`config.mk`:
```
export PLATFORM = sky130hd
export DESIGN_NAME = updown_mod_counter
export DESIGN_NICKNAME = d
export VERILOG_FILES = /design/src/rtl/updown_cnt_pkg.sv /design/src/rtl/udc_next_val.sv /design/src/rtl/updown_mod_counter.sv
export SDC_FILE = /design/constraint.sdc
export NUM_CORES = 1
export LEC_CHECK = 0
export CAP_MARGIN = 0
export CORE_UTILIZATION = 30
export DETAILED_ROUTE_END_ITERATION = 10
export HOLD_SLACK_MARGIN = 0.08
export PLACE_DENSITY = 0.59
export SLEW_MARGIN = 20
export SYNTH_ARGS = -nofsm -noshare
export SYNTH_HDL_FRONTEND = slang
export SYNTH_SLANG_ARGS = --single-unit
```
`constraint.sdc`:
```
create_clock -name clk -period 2 [get_ports clk]
set_clock_uncertainty 0.1 [all_clocks]
set_input_delay 0.4 -clock clk [delete_from_list [all_inputs] [get_ports clk]]
set_output_delay 0.4 -clock clk [all_outputs]
set_load 0.01 [all_outputs]
```
`src/rtl/updown_cnt_pkg.sv`:
```
// Shared types and parameter checking for the modulo up/down counter.
package updown_cnt_pkg;

  typedef enum logic {
    DIR_DOWN = 1'b0,
    DIR_UP   = 1'b1
  } dir_e;

  typedef enum logic [1:0] {
    NONE = 2'd0,
    OVF  = 2'd1,
    UNF  = 2'd2
  } ovf_kind_e;

  // True when WIDTH and MAX_VAL describe a legal counter range.
  function automatic bit udc_params_ok(input int width, input longint max_val);
    longint lim;
    if (width < 2 || width > 62) begin
      return 1'b0;
    end else begin
      lim = (64'sd1 <<< width) - 64'sd1;
      return (max_val >= 64'sd1) && (max_val <= lim);
    end
  endfunction

endpackage

```
`src/rtl/udc_next_val.sv`:
```
// Combinational next-count and flag-kind computation for one counting step.
// Saturation support is compiled in only when UDC_SATURATE_EN is defined.
module udc_next_val
  import updown_cnt_pkg::*;
#(
  parameter int WIDTH   = 8,
  parameter int MAX_VAL = 2**WIDTH-1
) (
  input  logic [WIDTH-1:0] count,
  input  logic [WIDTH-1:0] s,
  input  dir_e             dir,
`ifdef UDC_SATURATE_EN
  input  logic             sat_mode,
`endif
  output logic [WIDTH-1:0] next_val,
  output ovf_kind_e        kind
);

  localparam logic [WIDTH:0]   MAX_X = (WIDTH+1)'(MAX_VAL);
  localparam logic [WIDTH:0]   MOD_X = MAX_X + (WIDTH+1)'(1);
  localparam logic [WIDTH-1:0] MAX_W = WIDTH'(MAX_VAL);

  logic [WIDTH:0] sum_s;
  logic [WIDTH:0] wrap_up_s;
  logic [WIDTH:0] wrap_dn_s;

  assign sum_s     = {1'b0, count} + {1'b0, s};
  assign wrap_up_s = sum_s - MOD_X;
  // count < s here, so the borrowed result always lands inside 0..MAX_VAL.
  assign wrap_dn_s = {1'b0, count} + MOD_X - {1'b0, s};

  always_comb begin
    next_val = count;
    kind     = NONE;
    case (dir)
      DIR_UP: begin
        if (sum_s <= MAX_X) begin
          next_val = sum_s[WIDTH-1:0];
        end else begin
          kind = OVF;
`ifdef UDC_SATURATE_EN
          if (sat_mode) begin
            next_val = MAX_W;
          end else begin
            next_val = wrap_up_s[WIDTH-1:0];
          end
`else
          next_val = wrap_up_s[WIDTH-1:0];
`endif
        end
      end
      DIR_DOWN: begin
        if (s <= count) begin
          next_val = count - s;
        end else begin
          kind = UNF;
`ifdef UDC_SATURATE_EN
          if (sat_mode) begin
            next_val = {WIDTH{1'b0}};
          end else begin
            next_val = wrap_dn_s[WIDTH-1:0];
          end
`else
          next_val = wrap_dn_s[WIDTH-1:0];
`endif
        end
      end
      default: begin
        next_val = count;
        kind     = NONE;
      end
    endcase
  end

endmodule

```
`src/rtl/updown_mod_counter.sv`:
```
// Modulo up/down counter with load, programmable step and overflow/underflow pulses.
// Define UDC_SATURATE_EN to add the sat_mode port and saturating behaviour.
module updown_mod_counter
  import updown_cnt_pkg::*;
#(
  parameter int WIDTH   = 8,
  parameter int MAX_VAL = 2**WIDTH-1,
  parameter int STEP_W  = 4
) (
  input  logic              clk,
  input  logic              rstn,
  input  logic              en,
  input  logic              up_down,
  input  logic              load,
  input  logic [WIDTH-1:0]  load_val,
  input  logic [STEP_W-1:0] step,
`ifdef UDC_SATURATE_EN
  input  logic              sat_mode,
`endif
  output logic [WIDTH-1:0]  count,
  output logic              tc,
  output logic              ovf,
  output logic              unf
);

  if (!udc_params_ok(WIDTH, longint'(MAX_VAL))) begin : g_bad_params
    $error("updown_mod_counter: MAX_VAL out of range for WIDTH");
  end

  localparam int             EW    = ((WIDTH > STEP_W) ? WIDTH : STEP_W) + 1;
  localparam logic [EW-1:0]  MAX_E = EW'(MAX_VAL);
  localparam logic [WIDTH-1:0] MAX_W = WIDTH'(MAX_VAL);

  logic [WIDTH-1:0] count_q, count_d;
  logic             ovf_q, ovf_d;
  logic             unf_q, unf_d;

  logic [EW-1:0]    step_ext_s;
  logic [WIDTH-1:0] s_eff_s;
  logic [WIDTH-1:0] load_clamp_s;
  logic [WIDTH-1:0] next_val_s;
  ovf_kind_e        kind_s;

  assign step_ext_s   = EW'(step);
  assign s_eff_s      = (step_ext_s > MAX_E) ? MAX_W : WIDTH'(step_ext_s);
  assign load_clamp_s = (load_val > MAX_W) ? MAX_W : load_val;

  udc_next_val #(
    .WIDTH   (WIDTH),
    .MAX_VAL (MAX_VAL)
  ) u_next (
    .count    (count_q),
    .s        (s_eff_s),
    .dir      (dir_e'(up_down)),
`ifdef UDC_SATURATE_EN
    .sat_mode (sat_mode),
`endif
    .next_val (next_val_s),
    .kind     (kind_s)
  );

  // Load beats enable; a disabled counter holds and drops both flags.
  always_comb begin
    count_d = count_q;
    ovf_d   = 1'b0;
    unf_d   = 1'b0;
    if (load) begin
      count_d = load_clamp_s;
    end else if (en) begin
      count_d = next_val_s;
      ovf_d   = (kind_s == OVF);
      unf_d   = (kind_s == UNF);
    end else begin
      count_d = count_q;
    end
  end

  always_ff @(posedge clk or negedge rstn) begin
    if (!rstn) begin
      count_q <= {WIDTH{1'b0}};
      ovf_q   <= 1'b0;
      unf_q   <= 1'b0;
    end else begin
      count_q <= count_d;
      ovf_q   <= ovf_d;
      unf_q   <= unf_d;
    end
  end

  assign count = count_q;
  assign ovf   = ovf_q;
  assign unf   = unf_q;
  assign tc    = up_down ? (count_q == MAX_W) : (count_q == {WIDTH{1'b0}});

endmodule
```
==> impl_metrics.csv, run 1 <==
group,metric,value,unit
run_status,run_status,"finished, violations left",
run_status,violations,"design-rule violations, negative setup slack",
setup_path,reg2reg_from,"count[0]$_DFFE_PN0P_",
synth,synth_top_cell_area_share,26.92,%
floorplan,core,2853,um2
detailed_routing,route.detailed.drc,3,
cts,htreeDepth,1,
cts,ctsHoldBuffers,0,
floorplan,dieHeight,57.67,um
synth,synth-edff-count,0,
synth,async_flop_share,100.0,%
floorplan,start_util,32.59,%
power_and_ir_drop,powerDensity,601.6,nW/um2
setup_path,crit_path_end,"count[6]$_DFFE_PN0P_",
detailed_routing,routed_via_density,5.147,
power_and_ir_drop,p_leak,0.6878,nW
timing,hold_violations,0,
timing,period_minus_slack,2.179,ns
setup_path,setup.worst_path.end_class,"flop",
place,hpwl,2173,um
synth,syn_area_per_cell,8.939,um2
setup_path,cp.arrival,2.23,ns
cts,cts.clk_slew.worst_paths,0.06,ns
flow_run,cap_violations,0,
synth,ys_types,46,
power_and_ir_drop,vdd_ir_drop_max,424.7,uV
global_route,grt_usage,17.86,%
floorplan,die_w,57.67,um
timing,setup_violations,3,
final_layout,antennaDiodeCount,0,
synth,synthCells,104,
timing,rsz0062_at_grt,"yes",
timing,fin_crit_sh,109.0,%
synth,synth.area.top_cells,"dfrtp_1, ha_1, fa_1, inv_1, o21ai_0",
detailed_routing,wl_per_cell,14.37,um
final_layout,final_area,1578,um2
cts,cts_tree,"done",
setup_path,r2r_cells,7,
cts,clock_latency,0.26,ns
power_and_ir_drop,total_power,0.9492,mW
synth,synthesis.area,929.6,um2
global_route,first_global_vias,1000,
global_route,grt_antenna_before_repair,0,
setup_path,r2r-end,"count[6]$_DFFE_PN0P_",
synth,synth-seq-area-share,26.92,%
cts,cts-root-buf,"clkbuf_4",
setup_path,cp_slowest_stage_delay,0.44,ns
final_layout,area_growth,69.72,%
final_layout,layout-drive-gt1-share,40.63,%
synth,ys_seq_elements,10,
setup_path,path_buf_inv,0,
setup_path,path_max_fanout,4,
synth,yosysTopAreaCell,"dfrtp_1",
timing,timing.fmax,458.9,MHz
setup_path,path_depth,7,
place,port_buffers,27,
place,postPlaceCellArea,1420,um2
detailed_routing,vias,983,
final_layout,fillers,279,
timing,max_slew_margin,68.50,%
cts,clock-sinks,10,
cts,clk_path_buf_depth,2,
place,place.gp.congestion,0.8298,
floorplan,dieArea,3325,um2
synth,yosysMostFrequentCell,"dfrtp_1",
synth,syn-num-nets,131,
synth,synth_common_cells,"dfrtp_1, inv_1, ha_1, nor2_1, o21ai_0",
hold_path,hold_path_class,"in -> async",
setup_path,startpoint,"count[0]$_DFFE_PN0P_",
setup_path,critPathLaunchType,"flop",
detailed_routing,final_antenna_net_count,0,
floorplan,io_pins,28,
global_route,grt_start_max_net_pins,14,
timing,setup_ws,-0.1792,ns
global_route,grt_pass1_wl,4554,um
setup_path,path_cells,"ha_2 > fa_2 > nor2b_1 > o311a_1 > a32oi_2 > xnor2_1 > mux2_4",
detailed_routing,drt_first_iter_violations,23,
setup_path,crit_family,"adder cells",
detailed_routing,finalWirelength,2745,um
setup_path,r2r_setup_slack,-0.18,ns
floorplan,num_rows,19,
timing,tightest_slew,0.4711,ns
synth,synth_ff_type,"dfrtp_1",
detailed_routing,drt_pass1_iterations,7,
setup_path,critPathRequiredTime,2.05,ns
timing,drv_slew,0,
setup_path,critPathKind,"reg -> reg",
cts,cts_buffers,3,
setup_path,cp_slowest_cell,"dfrtp_2",
global_route,grt-ovfl-total,0,
synth,ys.warnings.count,0,
final_layout,nNetsFinal,189,
==> area by class of cell <==
| cell class | instances | area [um2] | share of cell area (%) |
|---|---|---|---|
| timing repair buffer | 58 | 491.7 | 31.17 |
| tap | 31 | 38.79 | 2.458 |
| inverter | 9 | 33.78 | 2.141 |
| sequential | 10 | 254.0 | 16.10 |
| multi-input combinational | 80 | 737.0 | 46.71 |
| clock buffer | 3 | 22.52 | 1.427 |
==> power breakdown <==
group | internal, mW | switching [mW] | total [mW]
sequential | 0.229 | 0.0312 | 0.260
clock | 0.0692 | 0.0630 | 0.132
combinational | 0.317 | 0.240 | 0.557
total | 0.615 | 0.334 | 0.949
==> worst reg2reg max path, delay by kind of cell (launching register included) <==
family	cells	cell delay, ns
muxes	1	0.25
and+or+nand+nor	1	0.14
DFF	1	0.44
adders and majority gates	2	0.55
AOI/OAI and AO/OA	2	0.52
xor gates and xnor gates	1	0.09
==> kinds of logic after synthesis <==
kind of cell / after synthesis / share of synthesized area [%]
buf+inv: 14 / 6.459
xor+xnor: 4 / 3.769
compound gates: 26 / 20.73
mux: 4 / 4.979
flops: 10 / 26.92
fa+ha+maj: 10 / 15.07
simple gates: 36 / 22.07
==> per-stage QoR <==
stage / cells / util [%] / TNS (ns) / worst slack, ns / hold slack, ns
final: 191 / 55.31 / -0.2380 / -0.1792 / 0.3604
after global routing: 191 / 55.31 / -0.5734 / -0.2618 / 0.3763
after CTS: 187 / 52.68 / -0.3427 / -0.1760 / 0.3684
after detailed placement: 184 / 49.78 / -4.079 / -0.6048 / 0.5370
after global placement: 184 / 49.78 / -3.769 / -0.5592 / 0.5399
after floorplan: 104 / - / -0.1360 / -0.1238 / 0.004409
==> cells in the final DEF (no fill, tap or decap), types with 4 or more instances in the layout <==
cell type	count
nor2b_1	4
dlygate4sd2_1	4
nor2_1	6
clkdlybuf4s50_1	21
nand2_1	5
ha_4	4
inv_1	6
buf_4	30
dfrtp_1	7
==> metal layers <==
layer,up-vias,track usage [%],wire (um),share of wire [%]
met3,0,4.464,135,4.9
met1,462,22.57,1225,45
met4,0,2.041,0,0
met2,26,31.89,1383,50
met5,-,0,0,0
li1,495,-,-,-
==> repair_timing <==
| action | in CTS | in global routing |
|---|---|---|
| resized for setup | 24 | 15 |
| gates cloned | 0 | 0 |
| pin swaps | 7 | 4 |
| setup buffers | 0 | 4 |
| setup endpoints to repair | 7 | 6 |
==> worst min-delay path by stage <==
stage / slack, ns / endpoint / cells after the start / startpoint
2_1_floorplan: 0.004 / count[0]$_DFFE_PN0P_ / 0 / rstn
3_3_place_gp: 0.54 / ovf$_DFF_PN0_ / 2 / count[7]$_DFFE_PN0P_
3_5_place_dp: 0.54 / ovf$_DFF_PN0_ / 2 / count[7]$_DFFE_PN0P_
4_1_cts: 0.37 / count[5]$_DFFE_PN0P_ / 1 / rstn
5_1_grt: 0.38 / count[3]$_DFFE_PN0P_ / 1 / rstn
6_report: 0.36 / unf$_DFF_PN0_ / 1 / rstn
==> state kept, by name (all words and copies together) (netlist names) <==
signal	cells
unf	1
ovf	1
count	8
Power figures use the tool's default switching activity.
==> inputs of run 2 (changes only) <==
==> constraint.sdc (replaced) <==
create_clock -name clk -period 1.97 [get_ports clk]
set_clock_uncertainty 0.1 [all_clocks]
set_input_delay 0.394 -clock clk [delete_from_list [all_inputs] [get_ports clk]]
set_output_delay 0.394 -clock clk [all_outputs]
set_load 0.01 [all_outputs]
==> impl_metrics.csv, run 2 (synthesis results as in run 1) <==
group,metric,value,unit
place,hpwl,2197,um
global_route,first_global_vias,996,
setup_path,critPathLaunchType,"flop",
final_layout,antennaDiodeCount,0,
power_and_ir_drop,total_power,0.9916,mW
cts,clock_latency,0.26,ns
timing,rsz0062_at_grt,"yes",
floorplan,num_rows,19,
power_and_ir_drop,power_switching,0.3535,mW
timing,period_minus_slack,2.185,ns
final_layout,final_common_cell,"buf_4",
floorplan,die_w,57.67,um
run_status,violations,"design-rule violations, negative setup slack",
timing,drv_slew,0,
cts,clk_path_buf_depth,2,
setup_path,startpoint,"count[0]$_DFFE_PN0P_",
cts,cts_tree,"done",
place,place.gp.congestion,0.8480,
setup_path,cp.arrival,2.23,ns
detailed_routing,finalWirelength,2875,um
cts,clock-sinks,10,
place,port_buffers,27,
global_route,grt_usage,18.72,%
power_and_ir_drop,powerDensity,599.5,nW/um2
place,postPlaceCellArea,1450,um2
power_and_ir_drop,vdd_ir_drop_max,371.8,uV
setup_path,setup.worst_path.end_class,"flop",
run_status,run_status,"finished, violations left",
global_route,grt-ovfl-total,0,
timing,setup_violations,3,
power_and_ir_drop,p_comb_share,59.8,%
cts,cts_buffers,3,
detailed_routing,route.detailed.drc,3,
setup_path,r2r-end,"count[6]$_DFFE_PN0P_",
detailed_routing,drt_first_iter_violations,19,
setup_path,crit_path_end,"count[6]$_DFFE_PN0P_",
timing,tightest_slew,0.4489,ns
power_and_ir_drop,clkPwrFrac,13.7,%
power_and_ir_drop,p_sw_share,35.65,%
setup_path,r2r_setup_slack,-0.21,ns
final_layout,final_area,1654,um2
final_layout,largest_reg_flops,8,
final_layout,seq_area,254.0,um2
hold_path,hold_path_class,"in -> async",
final_layout,layout-drive-gt1-share,42.07,%
setup_path,path_max_fanout,4,
floorplan,dieHeight,57.67,um
timing,finalSetupTns,-0.3903,ns
setup_path,r2r_cells,8,
final_layout,area_growth,77.93,%
setup_path,critPathKind,"reg -> reg",
final_layout,layout_common_cells,"buf_4, clkdlybuf4s50_1, dfrtp_1, inv_1, nor2_1",
floorplan,core,2853,um2
timing,hold_ws,0.3429,ns
detailed_routing,wl_per_cell,14.74,um
flow_run,cap_violations,0,
detailed_routing,drt_pass1_iterations,7,
final_layout,multi_input_comb_area,774.5,um2
floorplan,start_util,32.59,%
detailed_routing,final_antenna_net_count,0,
cts,cts-root-buf,"clkbuf_4",
global_route,grt_pass1_wl,4726,um
final_layout,fillers,266,
detailed_routing,routed_via_density,5.000,
power_and_ir_drop,seq_power_share,26.5,%
global_route,grt_start_max_net_pins,14,
global_route,grt_antenna_before_repair,0,
floorplan,dieArea,3325,um2
timing,setup_ws,-0.2147,ns
timing,max_slew_margin,69.98,%
power_and_ir_drop,p_int,0.6381,mW
timing,timing.fmax,457.7,MHz
detailed_routing,vias,975,
cts,htreeDepth,1,
cts,cts.clk_slew.worst_paths,0.06,ns
power_and_ir_drop,p_leak,0.7113,nW
final_layout,nNetsFinal,193,
timing,hold_violations,0,
setup_path,reg2reg_from,"count[0]$_DFFE_PN0P_",
cts,ctsHoldBuffers,0,
floorplan,io_pins,28,
timing,fin_crit_sh,110.9,%
setup_path,critPathRequiredTime,2.02,ns
## run 2: power groups by stage
stage	Clock (mW)	Combinational (mW)	Sequential, mW
final	0.136	0.593	0.263
after global routing	0.155	0.646	0.266
after CTS	0.141	0.558	0.262
after detailed placement	0	0.496	0.257
after global placement	0	0.488	0.258
after floorplan	0	0.221	0.276
## run 2: routing by layer
metal / vias to the layer above / track usage, % / routed length (um)
met4: 0 / 1.020 / 0
li1: 503 / - / -
met3: 0 / 4.241 / 141
met1: 444 / 23.73 / 1261
met5: - / 0 / 0
met2: 28 / 34.22 / 1472
## run 2: worst max-delay path, cell delays in order (launching register included)
cell	delay, ns
dfrtp_2	0.45
inv_2	0.09
ha_4	0.14
fa_2	0.22
and3b_1	0.21
a2111oi_4	0.31
a32oi_1	0.16
xnor2_1	0.15
mux2_4	0.25
## run 2: through the flow
step	std cells	utilization, %	worst slack [ns]
final	195	57.98	-0.2147
after detailed placement	188	50.83	-0.6437
after floorplan	104	-	-0.1538
after CTS	193	55.79	-0.2474
after global placement	188	50.83	-0.5836
after global routing	195	57.98	-0.3489
## run 2: layout make-up
cell class,count,area share [%]
multi-input combinational,80,46.82
timing repair buffer,62,32.07
sequential,10,15.36
tap,31,2.345
inverter,9,2.042
clock buffer,3,1.362
## run 2: repair_timing
item,in CTS,in global routing
buffers inserted,2,2
pin swaps,9,13
endpoints found under the setup margin,7,7
cloned,0,0
resized for setup,30,12
## run 2: worst min path at each step
stage	end	cells after the start
after global routing	unf$_DFF_PN0_	1
after detailed placement	unf$_DFF_PN0_	2
after floorplan	count[0]$_DFFE_PN0P_	0
after global placement	unf$_DFF_PN0_	2
after CTS	count[5]$_DFFE_PN0P_	1
final	count[5]$_DFFE_PN0P_	1
